===== config.mk =====
export PLATFORM = sky130hd
export DESIGN_NAME = plot_arbiter
export DESIGN_NICKNAME = d
export VERILOG_FILES = /design/src/rtl/plot_arbiter.sv
export SDC_FILE = /design/constraint.sdc
export NUM_CORES = 1
export LEC_CHECK = 0
export CAP_MARGIN = 10
export CORE_ASPECT_RATIO = 0.7
export CORE_MARGIN = 1
export CORE_UTILIZATION = 35
export CTS_CLUSTER_DIAMETER = 30
export DETAILED_ROUTE_END_ITERATION = 6
export PLACE_DENSITY = 0.81
export SYNTH_ARGS = -nofsm -noshare
export SYNTH_HDL_FRONTEND = slang
export SYNTH_SLANG_ARGS = --single-unit

===== constraint.sdc =====
create_clock -name clk -period 1.25 [get_ports clk]
set_input_delay 0.1875 -clock clk [delete_from_list [all_inputs] [get_ports clk]]
set_output_delay 0.1875 -clock clk [all_outputs]
set_load 0.01 [all_outputs]

===== src/rtl/plot_arbiter.sv =====
// plot_arbiter: shares the single VGA pixel-write port between NREQ requesters
// (tail erase, head draw, food draw). One pixel is served per grant: the
// winner's coordinates are latched, plot is held for HOLD cycles, and the
// winner then receives a one-cycle ack. Off-screen pixels are clipped: they
// skip the plot window and are acknowledged straight away.
//
// Build option: define PLOT_ARB_RR_EN to replace fixed-priority arbitration
// (lowest index wins) with round-robin arbitration starting at rr_ptr.
module plot_arbiter #(
  parameter int NREQ  = 3,
  parameter int HOLD  = 1,
  parameter int X_MAX = 159,
  parameter int Y_MAX = 119
) (
  input  logic              clk,
  input  logic              reset_n,
  input  logic [NREQ-1:0]   req,
  input  logic [NREQ*8-1:0] req_x,
  input  logic [NREQ*7-1:0] req_y,
  input  logic [NREQ*3-1:0] req_colour,
  output logic [NREQ-1:0]   ack,
  output logic [7:0]        x_out,
  output logic [6:0]        y_out,
  output logic [2:0]        colour_out,
  output logic              plot,
  output logic              busy
);

  localparam int IW = (NREQ > 1) ? $clog2(NREQ) : 1;
  localparam int CW = (HOLD > 0) ? $clog2(HOLD + 1) : 1;
  localparam logic [7:0] X_LIM = 8'(X_MAX);
  localparam logic [6:0] Y_LIM = 7'(Y_MAX);

  typedef enum logic [1:0] {
    IDLE = 2'd0,
    PLOT = 2'd1,
    ACK  = 2'd2
  } state_t;

  state_t          state;
  logic [CW-1:0]   hold_cnt;
  logic [IW-1:0]   win_q;

  logic            found;
  logic [IW-1:0]   win;
  logic [7:0]      x_sel;
  logic [6:0]      y_sel;
  logic [2:0]      c_sel;
  logic            in_range;

`ifdef PLOT_ARB_RR_EN
  logic [IW-1:0]   rr_ptr;
  int              idx;

  // Pick the first requester at or after rr_ptr, wrapping round, and mux its pixel
  always_comb begin
    found = 1'b0;
    win   = '0;
    x_sel = '0;
    y_sel = '0;
    c_sel = '0;
    idx   = 0;
    for (int k = 0; k < NREQ; k++) begin
      idx = (int'(rr_ptr) + k) % NREQ;
      if (!found && req[idx]) begin
        found = 1'b1;
        win   = IW'(idx);
        x_sel = req_x[8*idx +: 8];
        y_sel = req_y[7*idx +: 7];
        c_sel = req_colour[3*idx +: 3];
      end
    end
  end

  // Pointer one past the given winner, wrapping at NREQ
  function automatic logic [IW-1:0] after(input logic [IW-1:0] w);
    if (w == IW'(NREQ - 1)) return '0;
    return w + 1'b1;
  endfunction

  // Advance the round-robin pointer whenever a grant enters ACK, clipped or not
  always_ff @(posedge clk or negedge reset_n) begin
    if (!reset_n) begin
      rr_ptr <= '0;
    end else if (state == IDLE && found && !in_range) begin
      rr_ptr <= after(win);
    end else if (state == PLOT && hold_cnt == '0) begin
      rr_ptr <= after(win_q);
    end
  end
`else
  // Pick the lowest-indexed active requester and mux its pixel
  always_comb begin
    found = 1'b0;
    win   = '0;
    x_sel = '0;
    y_sel = '0;
    c_sel = '0;
    for (int k = 0; k < NREQ; k++) begin
      if (!found && req[k]) begin
        found = 1'b1;
        win   = IW'(k);
        x_sel = req_x[8*k +: 8];
        y_sel = req_y[7*k +: 7];
        c_sel = req_colour[3*k +: 3];
      end
    end
  end
`endif

  // Unsigned on-screen test of the pixel about to be granted
  always_comb begin
    in_range = (x_sel <= X_LIM) && (y_sel <= Y_LIM);
  end

  // Grant FSM: capture winner, hold plot for HOLD cycles, then pulse its ack
  always_ff @(posedge clk or negedge reset_n) begin
    if (!reset_n) begin
      state      <= IDLE;
      hold_cnt   <= '0;
      win_q      <= '0;
      ack        <= '0;
      x_out      <= '0;
      y_out      <= '0;
      colour_out <= '0;
      plot       <= 1'b0;
      busy       <= 1'b0;
    end else begin
      case (state)
        IDLE: begin
          ack  <= '0;
          plot <= 1'b0;
          if (found) begin
            x_out      <= x_sel;
            y_out      <= y_sel;
            colour_out <= c_sel;
            win_q      <= win;
            busy       <= 1'b1;
            if (in_range) begin
              state    <= PLOT;
              plot     <= 1'b1;
              hold_cnt <= CW'(HOLD - 1);
            end else begin
              state    <= ACK;
              ack      <= '0;
              ack[win] <= 1'b1;
            end
          end
        end
        PLOT: begin
          if (hold_cnt == '0) begin
            state      <= ACK;
            plot       <= 1'b0;
            ack        <= '0;
            ack[win_q] <= 1'b1;
          end else begin
            hold_cnt <= hold_cnt - 1'b1;
          end
        end
        ACK: begin
          state <= IDLE;
          ack   <= '0;
          busy  <= 1'b0;
        end
        default: begin
          state <= IDLE;
          ack   <= '0;
          plot  <= 1'b0;
          busy  <= 1'b0;
        end
      endcase
    end
  end

endmodule


==> metrics, run 1 <==
synthesis-to-layout area growth=75.9%; dominant cell type by area after synthesis=dfrtp_1; Min-Delay Path Class=input pin to async pin; Clock transition at path regs=90 ps; Leak=1.12 nW; # diodes=0; hpwl dp=3.31 mm; Design Area, Final=0.00258 mm^2; H-tree levels=1; Seq pwr share=38.8%; top-count cell post-synth=dfrtp_1; gpl congestion=0.788; die area=0.00446 mm^2; Tightest Pin Transition=266 ps; fillcell total=339; TritonCTS clock tree=done; DR iter-0 viols=62; DRC=0; Max Freq=831 MHz; Clock Tree Buf Depth=2; Syn Inst Count=157; VDD IR max=0.000831 V; vias in the first global route=1540; Setup crit start kind=input pin; routed vias=1559; relative slew slack=82.0%; largest net degree at the start of global routing=28; fin. max-slew vios=0; Vias/cell=5.05; routed length per placed instance=13.9 um; Comb pwr share=48.4%; initial antenna violation count=0; worst skew pair latency=270 ps; CTS sink count=27; root buffer cell=clkbuf_8; chip height=56.2 um; WP data required=1410 ps; total CTS buffers=3; die width=79.4 um; synthesized area per cell=9.34 um^2; layout cell share with drive strength beyond 1=21.8%; Sw Share=34.8%; Rows=19; layout net count=317; global route overflow=0; I/O Buffers=81; Worst Setup End Kind=flop; worst path arrival time=1370 ps; Synth top cells by count=27 x dfrtp_1, 25 x a21oi_1, 22 x nand2_1; drt first pass iters=4; synth warn=0; asr flop ratio synth=100%; Hold Violations, Final=0; Yosys top cell area share=46.1%; ranking of synthesized cells by area=dfrtp_1 46%, a21oi_1 8.5%, nand3b_1 8.2%; fin crit period=1200 ps; Sw Pwr=0.00132 W; global-route wire length before repair=7.04 mm; Total Routing Usage GR=20.6%; unrepaired setup endpoints after global routing=yes; Setup CP Type=input pin to flop; Ports=82; syn_nets=216; # Max-Cap Violations=0; final wirelength=4.30 mm; pwr dens=1470 mW/mm^2; Seq/Total Area, Yosys=46.1%; Yosys cell types=28; Int Power=0.00247 W; final worst path period share=96.3%; Initial Util=36.9%; Max Fanout on Critical Path=5; DP Area=0.00246 mm^2; CTS Hold Bufs=0; Clock Skew=1.23 ps; Top FF cell, synth=dfrtp_1; clock share of power=12.8%; mapped cell area=0.00147 mm^2; core area=0.00397 mm^2; FF+latch count, synth=27; EDFF count, synth=0; status=finished clean; Post-DRT Antenna Nets=0; setup_tns=0 ps; setup violators final=0
==> layout by cell type, fill, tap and decap left out, types with 4 or more instances in the layout <==
cell and n:
buf_4 21, a21oi_1 21, dlygate4sd2_1 24, mux2_2 7, buf_6 5, dfrtp_1 27, nand2_1 22, clkdlybuf4s50_1 55
a21oi_2 4, o21ai_0 16, nand3b_1 16, a2bb2oi_2 6
==> path summary, 6_finish.rpt <==
path                                           start                    to  slack (ps)  cells past startpoint
worst max-delay path                       req_x[13]      ack[0]$_DFF_PN0_          50                      6
worst min-delay path                         reset_n      plot$_DFFE_PN0P_         270                      2
worst max register to register  state[0]$_DFFE_PN0N_  y_out[4]$_DFFE_PN0P_          70                      4
worst min register to register  y_out[0]$_DFFE_PN0P_  y_out[0]$_DFFE_PN0P_         480                      2
max in group asynchronous                    reset_n  y_out[2]$_DFFE_PN0P_         830                      2
min in group clk                              req[0]  x_out[3]$_DFFE_PN0P_         430                      4
==> worst max-delay path: stages <==
cell and delay (ps):
clkdlybuf4s50_1 420, a21oi_2 140, a2bb2oi_2 90, o21ai_2 150, nand2_2 120, a32o_1 260
==> metrics by stage <==
step / setup WS (ps) / util, % / hold slack, ps / instances / power, W
3_3_place_gp: -477 / 62.0 / 463 / 301 / 0.00344
6_report: 46.3 / 65.0 / 270 / 309 / 0.00379
4_1_cts: 8.03 / 63.8 / 280 / 306 / 0.00377
3_5_place_dp: -532 / 62.0 / 473 / 301 / 0.00351
2_1_floorplan: 14.2 / - / -108 / 157 / 0.00235
5_1_grt: 5.05 / 65.0 / 283 / 309 / 0.00404
==> kinds of logic after synthesis <==
kind of cell | Yosys count | share of synthesized area [%]
buf+inv | 16 | 5.72
compound gates | 58 | 24.7
simple gates | 49 | 18.2
mux | 7 | 5.38
flops | 27 | 46.1
==> power groups by stage <==
| stage | clock (W) | combinational, W | sequential [W] |
|---|---|---|---|
| floorplan | 0 | 0.000709 | 0.00164 |
| global placement | 0 | 0.00196 | 0.00149 |
| detailed placement | 0 | 0.00202 | 0.00149 |
| CTS | 0.000488 | 0.00182 | 0.00146 |
| global route | 0.000527 | 0.00200 | 0.00152 |
| finish | 0.000484 | 0.00183 | 0.00147 |
==> routing by layer <==
metal | share of wire (%) | vias to the layer above | global-route usage, %
met4 | 0.67 | 0 | 3.90
li1 | - | 766 | -
met5 | 0 | - | 0
met2 | 49 | 55 | 34.4
met1 | 44 | 734 | 26.0
met3 | 6.6 | 4 | 6.89
==> flip-flops by register name, indices dropped and copies added (netlist names) <==
register	count
state	2
y_out	7
busy	1
colour_out	3
ack	3
x_out	8
plot	1
win_q	2
==> final cells by class <==
class / count / area, um^2 / share of cell area [%]
well taps: 52 / 65.1 / 2.52
clock buffers: 4 / 45.0 / 1.75
multi-input cells: 114 / 773 / 30.0
repair buffers: 108 / 1000 / 39.0
inverters: 4 / 15.0 / 0.582
flip-flops and latches: 27 / 676 / 26.2
==> repair_timing <==
action | in CTS | in global routing
gates resized for setup | 37 | 12
endpoints found under the setup margin | 49 | 22
pin swaps | 4 | 6
cloned | 0 | 1
buffers inserted | 1 | 2
(Power assumes the default switching activity.)
==> inputs of run 2 (changes only) <==
--- a/config.mk
+++ b/config.mk
@@ -6,12 +6,11 @@
 export NUM_CORES = 1
 export LEC_CHECK = 0
 export CAP_MARGIN = 10
-export CORE_ASPECT_RATIO = 0.7
 export CORE_MARGIN = 1
-export CORE_UTILIZATION = 35
+export CORE_UTILIZATION = 40
 export CTS_CLUSTER_DIAMETER = 30
 export DETAILED_ROUTE_END_ITERATION = 6
-export PLACE_DENSITY = 0.81
+export PLACE_DENSITY = 0.87
 export SYNTH_ARGS = -nofsm -noshare
 export SYNTH_HDL_FRONTEND = slang
 export SYNTH_SLANG_ARGS = --single-unit
==> constraint.sdc (replaced) <==
create_clock -name clk -period 1.5 [get_ports clk]
set_input_delay 0.225 -clock clk [delete_from_list [all_inputs] [get_ports clk]]
set_output_delay 0.225 -clock clk [all_outputs]
set_load 0.01 [all_outputs]
==> run 2 against run 1 <==
  * Hold slack worse by 21 ps
  * Via count down 1.5%
  * Total power decreased by 14%
  * Sequential share of layout area is 0.19 points higher
  * Critical path depth down 5
  * Clock-buffer cell count down 1
  * Critical endpoint is now colour_out[0]
  * Highest routed layer unchanged
==> metrics, run 2 (same netlist as run 1, synthesis figures left out) <==
status=finished clean; layout cell share with drive strength beyond 1=17.9%; Initial Util=42.9%; drt first pass iters=4; Int Power=0.00217 W; synthesis-to-layout area growth=74.6%; chip height=62.5 um; Ports=82; root buffer cell=clkbuf_4; Seq pwr share=37.3%; die area=0.00391 mm^2; TritonCTS clock tree=done; # Max-Cap Violations=0; Leak=1.25 nW; Reg-to-Reg Start=state[0]$_DFFE_PN0N_; H-tree levels=1; gpl congestion=0.834; Clock Tree Buf Depth=2; Clock transition at path regs=150 ps; die width=62.5 um; Slowest Stage Delay on Critical Path=530 ps; Clock Skew=8.47 ps; Critical-path top delay cell=clkdlybuf4s50_1; Setup crit start kind=flop; Max Freq=689 MHz; max reg flops=8; CP Cell Sequence=clkdlybuf4s50_1; global route overflow=0; vias in the first global route=1583; final wirelength=4.20 mm; CP bufs+invs=1; setup_tns=0 ps; routed vias=1535; cell family with the largest share of critical-path delay=buffers and inverters; dpl cells=292; biggest regs=x_out (8), y_out (7); routed length per placed instance=13.8 um; fin. max-slew vios=0; Hold Slack=249 ps; WP data required=1270 ps; setup violators final=0; final worst path period share=96.8%; Worst Setup End Kind=output pin; RR Endpoint=x_out[4]$_DFFE_PN0P_; worst skew pair latency=330 ps; flop2flop setup slack=130 ps; largest net degree at the start of global routing=28; global-route wire length before repair=6.84 mm; clock share of power=10.0%; Comb pwr share=52.8%; Max Fanout on Critical Path=2; Sw Share=33.7%; Non-Filler Instances=303; unrepaired setup endpoints after global routing=no; CTS sink count=27; I/O Buffers=81; largest reg by FF count=x_out; most frequent cells in the layout=61 x clkdlybuf4s50_1, 27 x dfrtp_1, 27 x buf_4, 25 x a21oi_1, 22 x nand2_1; # diodes=0; Setup CP Type=flop to output pin; initial antenna violation count=0; Vias/cell=5.07; worst path arrival time=1230 ps; VDD IR max=0.000717 V; relative slew slack=77.6%; Sw Pwr=0.00110 W; R2R depth=5; DRC=0; hpwl dp=3.22 mm; Tightest Pin Transition=336 ps; core area=0.00342 mm^2; Pwr Total=0.00327 W; fin crit period=1450 ps; total CTS buffers=3; Total Routing Usage GR=21.8%; Hold Violations, Final=0; most common cell after layout, fill and taps aside=clkdlybuf4s50_1; Post-DRT Antenna Nets=0; DR iter-0 viols=55; pwr dens=1280 mW/mm^2; Rows=21; Core Util, Final=74.9%; Min-Delay Path Class=input pin to async pin; layout net count=317
run 2: worst max path at each step:
stage	startpoint	endpoint	slack, ps	depth (start not counted)
2_1_floorplan	req[2]	x_out[7]$_DFFE_PN0P_	170	4
3_5_place_dp	req[0]	ack[0]$_DFF_PN0_	-310	7
5_1_grt	colour_out[0]$_DFFE_PN0P_	colour_out[0]	3	1
4_1_cts	y_out[3]$_DFFE_PN0P_	y_out[3]	0.4	1
3_3_place_gp	req[0]	ack[0]$_DFF_PN0_	-240	7
6_report	colour_out[0]$_DFFE_PN0P_	colour_out[0]	50	1
run 2: layer usage:
| metal | wire length [um] | global-route usage, % | up-vias | share of wire [%] |
|---|---|---|---|---|
| met4 | 43 | 7.85 | 0 | 1.0 |
| met2 | 2050 | 37.5 | 53 | 49 |
| li1 | - | - | 765 | - |
| met3 | 207 | 4.20 | 6 | 4.9 |
| met5 | 0 | 0 | - | 0 |
| met1 | 1890 | 27.1 | 711 | 45 |
run 2: per-stage QoR:
step	worst slack (ps)	area, um^2
detailed placement	-309	2420
global route	2.73	2560
global placement	-238	2420
finish	47.6	2560
floorplan	166	1470
CTS	0.437	2440
run 2: layout make-up:
type / instances / area (um^2)
clock buffer: 3 / 22.5
clock inverter: 1 / 7.51
sequential: 27 / 676
timing repair buffer: 108 / 1060
fill: 269 / 856
inverter: 4 / 15.0
multi-input combinational: 114 / 722
tap: 46 / 57.6
run 2: worst reg2reg max path: cells and delay by family, from the launching register on:
kind                   cells  cell delay (ps)
buffers and inverters      2              350
AND/OR/NAND/NOR            1              200
AO/OA/AOI/OAI              2              280
flip-flops                 1              460
run 2: power groups by stage:
stage	Clock, W	Combinational, W	Sequential, W
6_report	0.000326	0.00172	0.00122
5_1_grt	0.000369	0.00188	0.00125
4_1_cts	0.000333	0.00166	0.00123
3_5_place_dp	0	0.00167	0.00124
3_3_place_gp	0	0.00163	0.00123
2_1_floorplan	0	0.000586	0.00136
run 2: what timing repair did:
| action | CTS | global route |
|---|---|---|
| resized for setup | 1 | 22 |
| setup endpoints to repair | 1 | 29 |
| endpoints found under the hold margin | 0 | 0 |
| pin swaps | 0 | 1 |
| hold buffers | 0 | 0 |
| buffers inserted | 0 | 7 |
